<file path="config.mk">
export PLATFORM = sky130hd
export DESIGN_NAME = cla_adder
export DESIGN_NICKNAME = d
export VERILOG_FILES = /design/src/rtl/cla_adder_pkg.sv /design/src/rtl/cla_group4.sv /design/src/rtl/cla_adder.sv
export SDC_FILE = /design/constraint.sdc
export NUM_CORES = 1
export LEC_CHECK = 0
export CAP_MARGIN = 25
export CORE_MARGIN = 2
export CORE_UTILIZATION = 38
export CTS_CLUSTER_SIZE = 40
export DETAILED_ROUTE_END_ITERATION = 8
export GPL_TIMING_DRIVEN = 1
export PLACE_DENSITY_LB_ADDON = 0.12
export SKIP_LAST_GASP = 1
export SLEW_MARGIN = 15
export SYNTH_ARGS = -nofsm -noshare
export SYNTH_HDL_FRONTEND = slang
export SYNTH_HIERARCHICAL = 1
export SYNTH_SLANG_ARGS = --single-unit
</file>
<file path="constraint.sdc">
create_clock -name clk -period 1.8 [get_ports clk]
set_input_delay 0.36 -clock clk [delete_from_list [all_inputs] [get_ports clk]]
set_output_delay 0.36 -clock clk [all_outputs]
set_load 0.01 [all_outputs]
</file>
<file path="src/rtl/cla_adder_pkg.sv">
// Shared constants for the registered carry-lookahead adder and its 4-bit group unit.
package cla_adder_pkg;

   localparam int unsigned GROUP_W = 4;

   function automatic int unsigned num_groups(input int unsigned width);
      return width / GROUP_W;
   endfunction

endpackage

</file>
<file path="src/rtl/cla_group4.sv">
// 4-bit carry-lookahead unit: flattened in-group carries plus group generate/propagate.
module cla_group4
   import cla_adder_pkg::*;
(
   input  logic [GROUP_W-1:0] a,
   input  logic [GROUP_W-1:0] b,
   input  logic               cin,
   output logic [GROUP_W-1:0] s,
   output logic               G,
   output logic               P
);

   logic [GROUP_W-1:0] g;
   logic [GROUP_W-1:0] p;
   logic [GROUP_W-1:0] c;

   // NOTE: every signal written here is assigned on every pass, so no latch is inferred.
   always_comb begin
      g = a & b;
      p = a ^ b;

      // Each carry is a two-level sum of products of the group carry-in; nothing ripples.
      c[0] = cin;
      c[1] = g[0] | (p[0] & cin);
      c[2] = g[1] | (p[1] & g[0]) | (p[1] & p[0] & cin);
      c[3] = g[2] | (p[2] & g[1]) | (p[2] & p[1] & g[0]) | (p[2] & p[1] & p[0] & cin);

      s = p ^ c;
      G = g[3] | (p[3] & g[2]) | (p[3] & p[2] & g[1]) | (p[3] & p[2] & p[1] & g[0]);
      P = &p;
   end

endmodule

</file>
<file path="src/rtl/cla_adder.sv">
// Two-stage registered carry-lookahead adder: input registers, WIDTH/4 lookahead groups
// joined by a second-level group-carry lookahead, then output registers.
module cla_adder
   import cla_adder_pkg::*;
#(
   parameter int WIDTH = 4
) (
   input  logic             clk,
   input  logic             rst_n,
   input  logic [WIDTH-1:0] A,
   input  logic [WIDTH-1:0] B,
   input  logic             Cin,
   output logic [WIDTH-1:0] S,
   output logic             Cout,
   output logic [WIDTH-1:0] A1,
   output logic [WIDTH-1:0] B1,
   output logic             Cin1
);

   localparam int NG = int'(num_groups(WIDTH));

   if (WIDTH < 4 || (WIDTH % 4) != 0) begin : g_bad_width
      $error("cla_adder: WIDTH must be a positive multiple of 4");
   end

   logic [WIDTH-1:0] a1_d, a1_q;
   logic [WIDTH-1:0] b1_d, b1_q;
   logic             cin1_d, cin1_q;
   logic [WIDTH-1:0] s_d, s_q;
   logic             cout_d, cout_q;

   logic [NG-1:0]    grp_g;
   logic [NG-1:0]    grp_p;
   logic [NG:0]      grp_c;
   logic [WIDTH-1:0] sum;

   for (genvar k = 0; k < NG; k++) begin : g_grp
      cla_group4 u_grp (
         .a   (a1_q[k*GROUP_W +: GROUP_W]),
         .b   (b1_q[k*GROUP_W +: GROUP_W]),
         .cin (grp_c[k]),
         .s   (sum[k*GROUP_W +: GROUP_W]),
         .G   (grp_g[k]),
         .P   (grp_p[k])
      );
   end

   // Group carry j = OR over m<j of (G[m] & P[m+1..j-1]) | (P[0..j-1] & cin1), fully flattened.
   always_comb begin
      grp_c    = '0;
      grp_c[0] = cin1_q;
      for (int j = 1; j <= NG; j++) begin
         logic acc;
         logic pall;
         acc  = 1'b0;
         pall = 1'b1;
         for (int m = j - 1; m >= 0; m--) begin
            acc  = acc | (pall & grp_g[m]);
            pall = pall & grp_p[m];
         end
         grp_c[j] = acc | (pall & cin1_q);
      end
   end

   always_comb begin
      a1_d   = A;
      b1_d   = B;
      cin1_d = Cin;
      s_d    = sum;
      cout_d = grp_c[NG];
   end

   // NOTE: sequential state uses non-blocking assignments so every flop samples pre-edge values.
   always_ff @(posedge clk or negedge rst_n) begin
      if (!rst_n) begin
         a1_q   <= '0;
         b1_q   <= '0;
         cin1_q <= 1'b0;
         s_q    <= '0;
         cout_q <= 1'b0;
      end else begin
         a1_q   <= a1_d;
         b1_q   <= b1_d;
         cin1_q <= cin1_d;
         s_q    <= s_d;
         cout_q <= cout_d;
      end
   end

   assign A1   = a1_q;
   assign B1   = b1_q;
   assign Cin1 = cin1_q;
   assign S    = s_q;
   assign Cout = cout_q;

endmodule

</file>
==> results of run 1 <==
[cells by family (layout without fill, tap and decap cells)]
| logic type | after synthesis | after routing | synth area share |
|---|---|---|---|
| compound gates | 5 | 5 | 0.06712 |
| xor+xnor | 3 | 3 | 0.04862 |
| fa+ha+maj | 6 | 6 | 0.1528 |
| buf+inv | 4 | 31 | 0.02777 |
| flops | 14 | 14 | 0.6482 |
| simple gates | 5 | 5 | 0.05556 |
[sequential cells by signal, indices dropped and copies added (netlist names)]
| signal | cells |
|---|---|
| A1 | 4 |
| Cin1 | 1 |
| B1 | 4 |
| S | 4 |
| Cout | 1 |
[per-stage QoR]
step / util / setup slack [ps] / power, uW
6_report: 0.6239 / 181.5 / 678.7
5_1_grt: 0.6239 / 120.9 / 725.5
4_1_cts: 0.6239 / 167.2 / 691.7
3_5_place_dp: 0.6068 / 362.0 / 521.9
3_3_place_gp: 0.6068 / 400.4 / 518.8
2_1_floorplan: - / 383.0 / 425.1
[worst paths after layout]
path | start | endpoint | slack, ps | depth (start not counted)
setup / recovery | Cin1 | Cin1 | 180 | 1
hold / removal | rst_n | S[0] | 460 | 1
setup reg to reg | A1[2] | Cout | 350 | 5
hold reg to reg | Cin1 | Cout | 590 | 1
max in group asynchronous | rst_n | A1[2] | 960 | 1
min in group clk | B[1] | B1[1] | 520 | 1
[cell usage after synthesis]
cell type,n,share of area
a21oi_1,1,0.0093
dfrtp_1,14,0.65
nand2_1,1,0.0069
and4_2,1,0.019
a21oi_2,1,0.016
inv_1,4,0.028
nand3_1,2,0.019
xnor2_1,2,0.032
xor2_1,1,0.016
a21o_1,3,0.042
nand4_1,1,0.012
ha_1,5,0.12
fa_1,1,0.037
[cell type report]
cell class	instances	area, um2	area share
clock buffers	3	22.52	0.02740
inverters	4	15.01	0.01826
flip-flops and latches	14	350.3	0.4262
multi-input cells	19	175.2	0.2131
repair buffers	24	240.2	0.2922
well taps	15	18.77	0.02283
[power groups by stage]
stage          logic (uW)  registers, uW  clock network (uW)
2_1_floorplan        45.8            379                   0
3_3_place_gp          156            363                   0
3_5_place_dp          159            363                   0
4_1_cts               159            357                 176
5_1_grt               170            361                 194
6_report              156            356                 166
[per-layer routing]
metal  track usage  wire length [um]  share of wire  vias to the layer above
li1              -                 -              -                      179
met1        0.1571               342           0.39                      175
met2        0.1938               433           0.49                       20
met3       0.05652                76          0.087                        4
met4       0.09677                24          0.027                        0
met5             0                 0              0                        -
==> summary.txt, run 1 <==
Relative max-transition margin -> 0.6047
PwrDens -> 825.6 nW/um2
Core ar. -> 1318 um2
Vias/cell -> 4.785
Clk root buf -> clkbuf_4
Buf/Inv on CP -> 1
Final antenna-violating net count -> 0
Cell area after layout -> 822.0 um2
Slew of the pin with the lowest slew margin -> 591.1 ps
Critical path's largest stage delay -> 560 ps
Die H -> 41.72 um
Hold crit path type -> in2async
Worst setup SP type -> flip-flop
P_leak -> 0.0003877 uW
Reg power frac -> 0.525
Setup CP Type -> reg2out
Post-Place Cell Area -> 799.5 um2
Worst vdd ir -> 0.0003853 V
Slowest CP cell -> clkdlybuf4s50_1
Min Clock Period, post-route -> 1619 ps
Setup violations, final -> 0
Post-cts sizing count -> 0
Setup TNS -> 0 ps
DR iter-0 viols -> 7
Num CTS Buffers -> 3
CTS Hold Buffers Added -> 0
Clock Skew -> 3.267 ps
Final-layout fill cell count -> 103
Vias in the first global route -> 413
Synthesis-to-layout area growth -> 52.08%
Syn. warnings -> 6
# diodes -> 0
Worst skew pair latency -> 270 ps
Cell Rows -> 13
Starting Density -> 0.4103
Net Sw Frac -> 0.2382
MaxCap Viol Count -> 0
TritonCTS clock tree -> done
TritonCTS Sinks -> 14
Drt wl/cell -> 11.10 um
Mapped Avg Cell Area -> 14.61 um2
Max Root-Sink Buffers -> 2
Vias after detailed routing -> 378
Nets -> 83
Synthesized instance count -> 37
Crit-path leading delay family -> buffers and inverters
Worst endpoint required time -> 1440 ps
Fin cells -> 79
Comb power frac -> 0.230
Largest net degree at the start of global routing -> 15
Hold slack -> 458.4 ps
Detailed Route WL -> 877 um
Post-synthesis register bit count -> 14
Drt drc -> 0
Arrival time of the worst setup path -> 1260 ps
Largest fanout on the critical path -> 5
Worst-path clk slew -> 80 ps
Final GP Congestion -> 0.7329
Commonest cells after routing, fill and taps aside -> 24 x clkdlybuf4s50_1, 14 x dfrtp_1, 5 x ha_1
Initial antenna violation count -> 0
Gr ovfl total -> 0
Synth cell types -> 13
# IOs -> 25
Crit share post-route -> 0.8992
Fraction of layout cells with a size suffix above 1 -> 0.07813
Internal power -> 517.0 uW
# Post-CTS Setup Buffers -> 0
Pre-antenna DRT Iters -> 4
DIE WIDTH -> 41.72 um
RSZ-0062 raised after global routing -> no
P_sw -> 161.7 uW
Endpoints failing hold -> 0
Clock network fraction of total power -> 0.245
Worst-path cell chain -> clkdlybuf4s50_1
Htree depth -> 1
DP Cell Count -> 76
Total global-route track usage -> 0.1336
Global-route wire length before repair -> 1669 um
Die area -> 1740 um2
Synth Cell Area -> 540.5 um2
CP endpoint kind -> output pin
Sequential share of the synthesized area -> 0.6481
I/O Buffers -> 24
Syn Nets -> 54
Max Freq -> 0.6179 GHz
Commonest non-fill, non-tap cell in the layout -> clkdlybuf4s50_1
Status -> finished clean
Final Slew Violations -> 0
(Power assumes the default switching activity.)
==> run 2, diff against run 1 <==
--- a/config.mk
+++ b/config.mk
@@ -5,9 +5,11 @@
 export SDC_FILE = /design/constraint.sdc
 export NUM_CORES = 1
 export LEC_CHECK = 0
+export ABC_CLOCK_PERIOD_IN_PS = 1800
 export CAP_MARGIN = 25
 export CORE_MARGIN = 2
 export CORE_UTILIZATION = 38
+export CTS_CLUSTER_DIAMETER = 50
 export CTS_CLUSTER_SIZE = 40
 export DETAILED_ROUTE_END_ITERATION = 8
 export GPL_TIMING_DRIVEN = 1
==> results of run 2 <==
The final DEF is identical to that of run 1; final timing and power are the same.
==> run 3, diff against run 2 <==
--- a/config.mk
+++ b/config.mk
@@ -14,7 +14,6 @@
 export DETAILED_ROUTE_END_ITERATION = 8
 export GPL_TIMING_DRIVEN = 1
 export PLACE_DENSITY_LB_ADDON = 0.12
-export SKIP_LAST_GASP = 1
 export SLEW_MARGIN = 15
 export SYNTH_ARGS = -nofsm -noshare
 export SYNTH_HDL_FRONTEND = slang
==> constraint.sdc (replaced) <==
create_clock -name clk -period 1.8 [get_ports clk]
set_input_delay 0.45 -clock clk [delete_from_list [all_inputs] [get_ports clk]]
set_output_delay 0.45 -clock clk [all_outputs]
set_load 0.01 [all_outputs]
==> run 3 against run 2 <==
  * Sequential power barely moved
  * Utilization rose by 0.57 points
  * Final cell count rose by 1.3%
  * Worst setup slack got worse by 62 ps
  * Highest routed layer is now met3
==> summary.txt, run 3 (synthesis results as in run 1) <==
DR iter-0 viols -> 3 (-4)
RSZ-0062 raised after global routing -> no
Max Root-Sink Buffers -> 2 (unchanged)
Initial antenna violation count -> 0 (unchanged)
Final Slew Violations -> 0 (unchanged)
Worst vdd ir -> 0.0003939 V (+2.2%)
Clock Skew -> 4.728 ps (+1.461 ps)
Total global-route track usage -> 0.1171 (-0.01659)
Commonest cells after routing, fill and taps aside -> 24 x clkdlybuf4s50_1, 14 x dfrtp_1, 5 x ha_1
TritonCTS Sinks -> 14 (unchanged)
Slew of the pin with the lowest slew margin -> 190.4 ps (-400.7 ps)
Hold crit path type -> in2async
Vias in the first global route -> 390 (-5.6%)
Worst-path cell chain -> clkdlybuf4s50_1
Core ar. -> 1318 um2 (unchanged)
Largest net degree at the start of global routing -> 15 (unchanged)
# diodes -> 0 (unchanged)
Vias/cell -> 4.675 (-2.3%)
Cell Rows -> 13 (unchanged)
Crit-path leading delay family -> buffers and inverters
Reg area -> 350.3 um2 (unchanged)
Slowest CP cell -> clkdlybuf4s50_1
Setup TNS -> 0 ps (unchanged)
TritonCTS clock tree -> done
Status -> finished clean
Worst setup SP type -> flip-flop
Synthesis-to-layout area growth -> 53.47%
Final antenna-violating net count -> 0 (unchanged)
PwrDens -> 819.1 nW/um2 (-0.80%)
Global-route wire length before repair -> 1545 um (-7.4%)
Post-cts sizing count -> 0 (unchanged)
Crit share post-route -> 0.9334 (+0.03422)
# IOs -> 25 (unchanged)
Min Clock Period, post-route -> 1680 ps (+61.59 ps)
Die area -> 1740 um2 (unchanged)
Drt drc -> 0 (unchanged)
Pre-antenna DRT Iters -> 4 (unchanged)
Clk root buf -> clkbuf_4
Critical path's largest stage delay -> 560 ps (about the same)
Setup CP Type -> reg2out
Drt wl/cell -> 10.91 um (-1.7%)
Vias after detailed routing -> 374 (-1.1%)
Final-layout fill cell count -> 100 (-2.9%)
Commonest non-fill, non-tap cell in the layout -> clkdlybuf4s50_1
Worst endpoint required time -> 1350 ps (-90 ps)
Max Freq -> 0.5952 GHz (-3.7%)
Die H -> 41.72 um (unchanged)
Starting Density -> 0.4103 (unchanged)
Hpwl dp -> 697.2 um
Htree depth -> 1 (unchanged)
Detailed Route WL -> 873 um (-0.46%)
I/O Buffers -> 24 (unchanged)
Multi-input gate area -> 175.2 um2 (unchanged)
Total Power -> 679.4 uW (+0.11%)
CTS Hold Buffers Added -> 0 (unchanged)
P_leak -> 0.0003925 uW (+1.2%)
Endpoints failing hold -> 0 (unchanged)
Buf/Inv on CP -> 1 (unchanged)
Final GP Congestion -> 0.7583 (+3.5%)
DIE WIDTH -> 41.72 um (unchanged)
Setup violations, final -> 0 (unchanged)
# Post-CTS Setup Buffers -> 0 (unchanged)
MaxCap Viol Count -> 0 (unchanged)
Gr ovfl total -> 0 (unchanged)
Largest fanout on the critical path -> 5 (unchanged)
Relative max-transition margin -> 0.8731 (+0.2683)
Num CTS Buffers -> 3 (unchanged)
Fraction of layout cells with a size suffix above 1 -> 0.09231 (+0.01418)
Worst-path clk slew -> 80 ps (about the same)
Worst skew pair latency -> 270 ps (about the same)
Arrival time of the worst setup path -> 1230 ps (-30 ps)
Nets -> 84 (+1.2%)
CP endpoint kind -> output pin
run 3: worst paths after layout:
kind / to / startpoint / slack (ps) / cells past startpoint
min reg2reg: Cout / Cin1 / 560 / 1
min: S[3] / rst_n / 480 / 2
max in group asynchronous: A1[0] / rst_n / 1150 / 2
max: Cin1 / Cin1 / 120 / 1
min in group clk: Cout / Cin1 / 560 / 1
max reg2reg: Cout / A1[2] / 340 / 5
run 3: layer usage:
layer  vias up  part of all wire  global-route usage
li1        180                 -                   -
met1       174              0.40              0.1371
met2        20              0.51              0.1969
met3         0             0.088             0.03043
met4         0                 0             0.05806
met5         -                 0                   0
run 3: stage by stage:
stage	util	instance area (um2)	setup slack, ps	std cells	hold WS, ps
floorplan	-	540.5	383.0	37	154.4
global placement	0.6125	807.0	358.1	77	554.6
detailed placement	0.6125	807.0	365.1	77	553.4
CTS	0.6296	829.5	98.84	80	479.4
global route	0.6296	829.5	59.30	80	493.4
finish	0.6296	829.5	119.9	80	482.1
run 3: layout make-up:
cell class              count  area share
flip-flops and latches     14      0.4223
repair buffers             25      0.2986
multi-input cells          19      0.2112
clock buffers               3     0.02715
well taps                  15     0.02262
inverters                   4     0.01810
run 3: report_power, final:
part	switching, uW	internal, uW	total, uW
Sequential	12.1	344	356
Combinational	61.2	97.0	158
Clock	87.7	77.3	165
Total	161	518	679
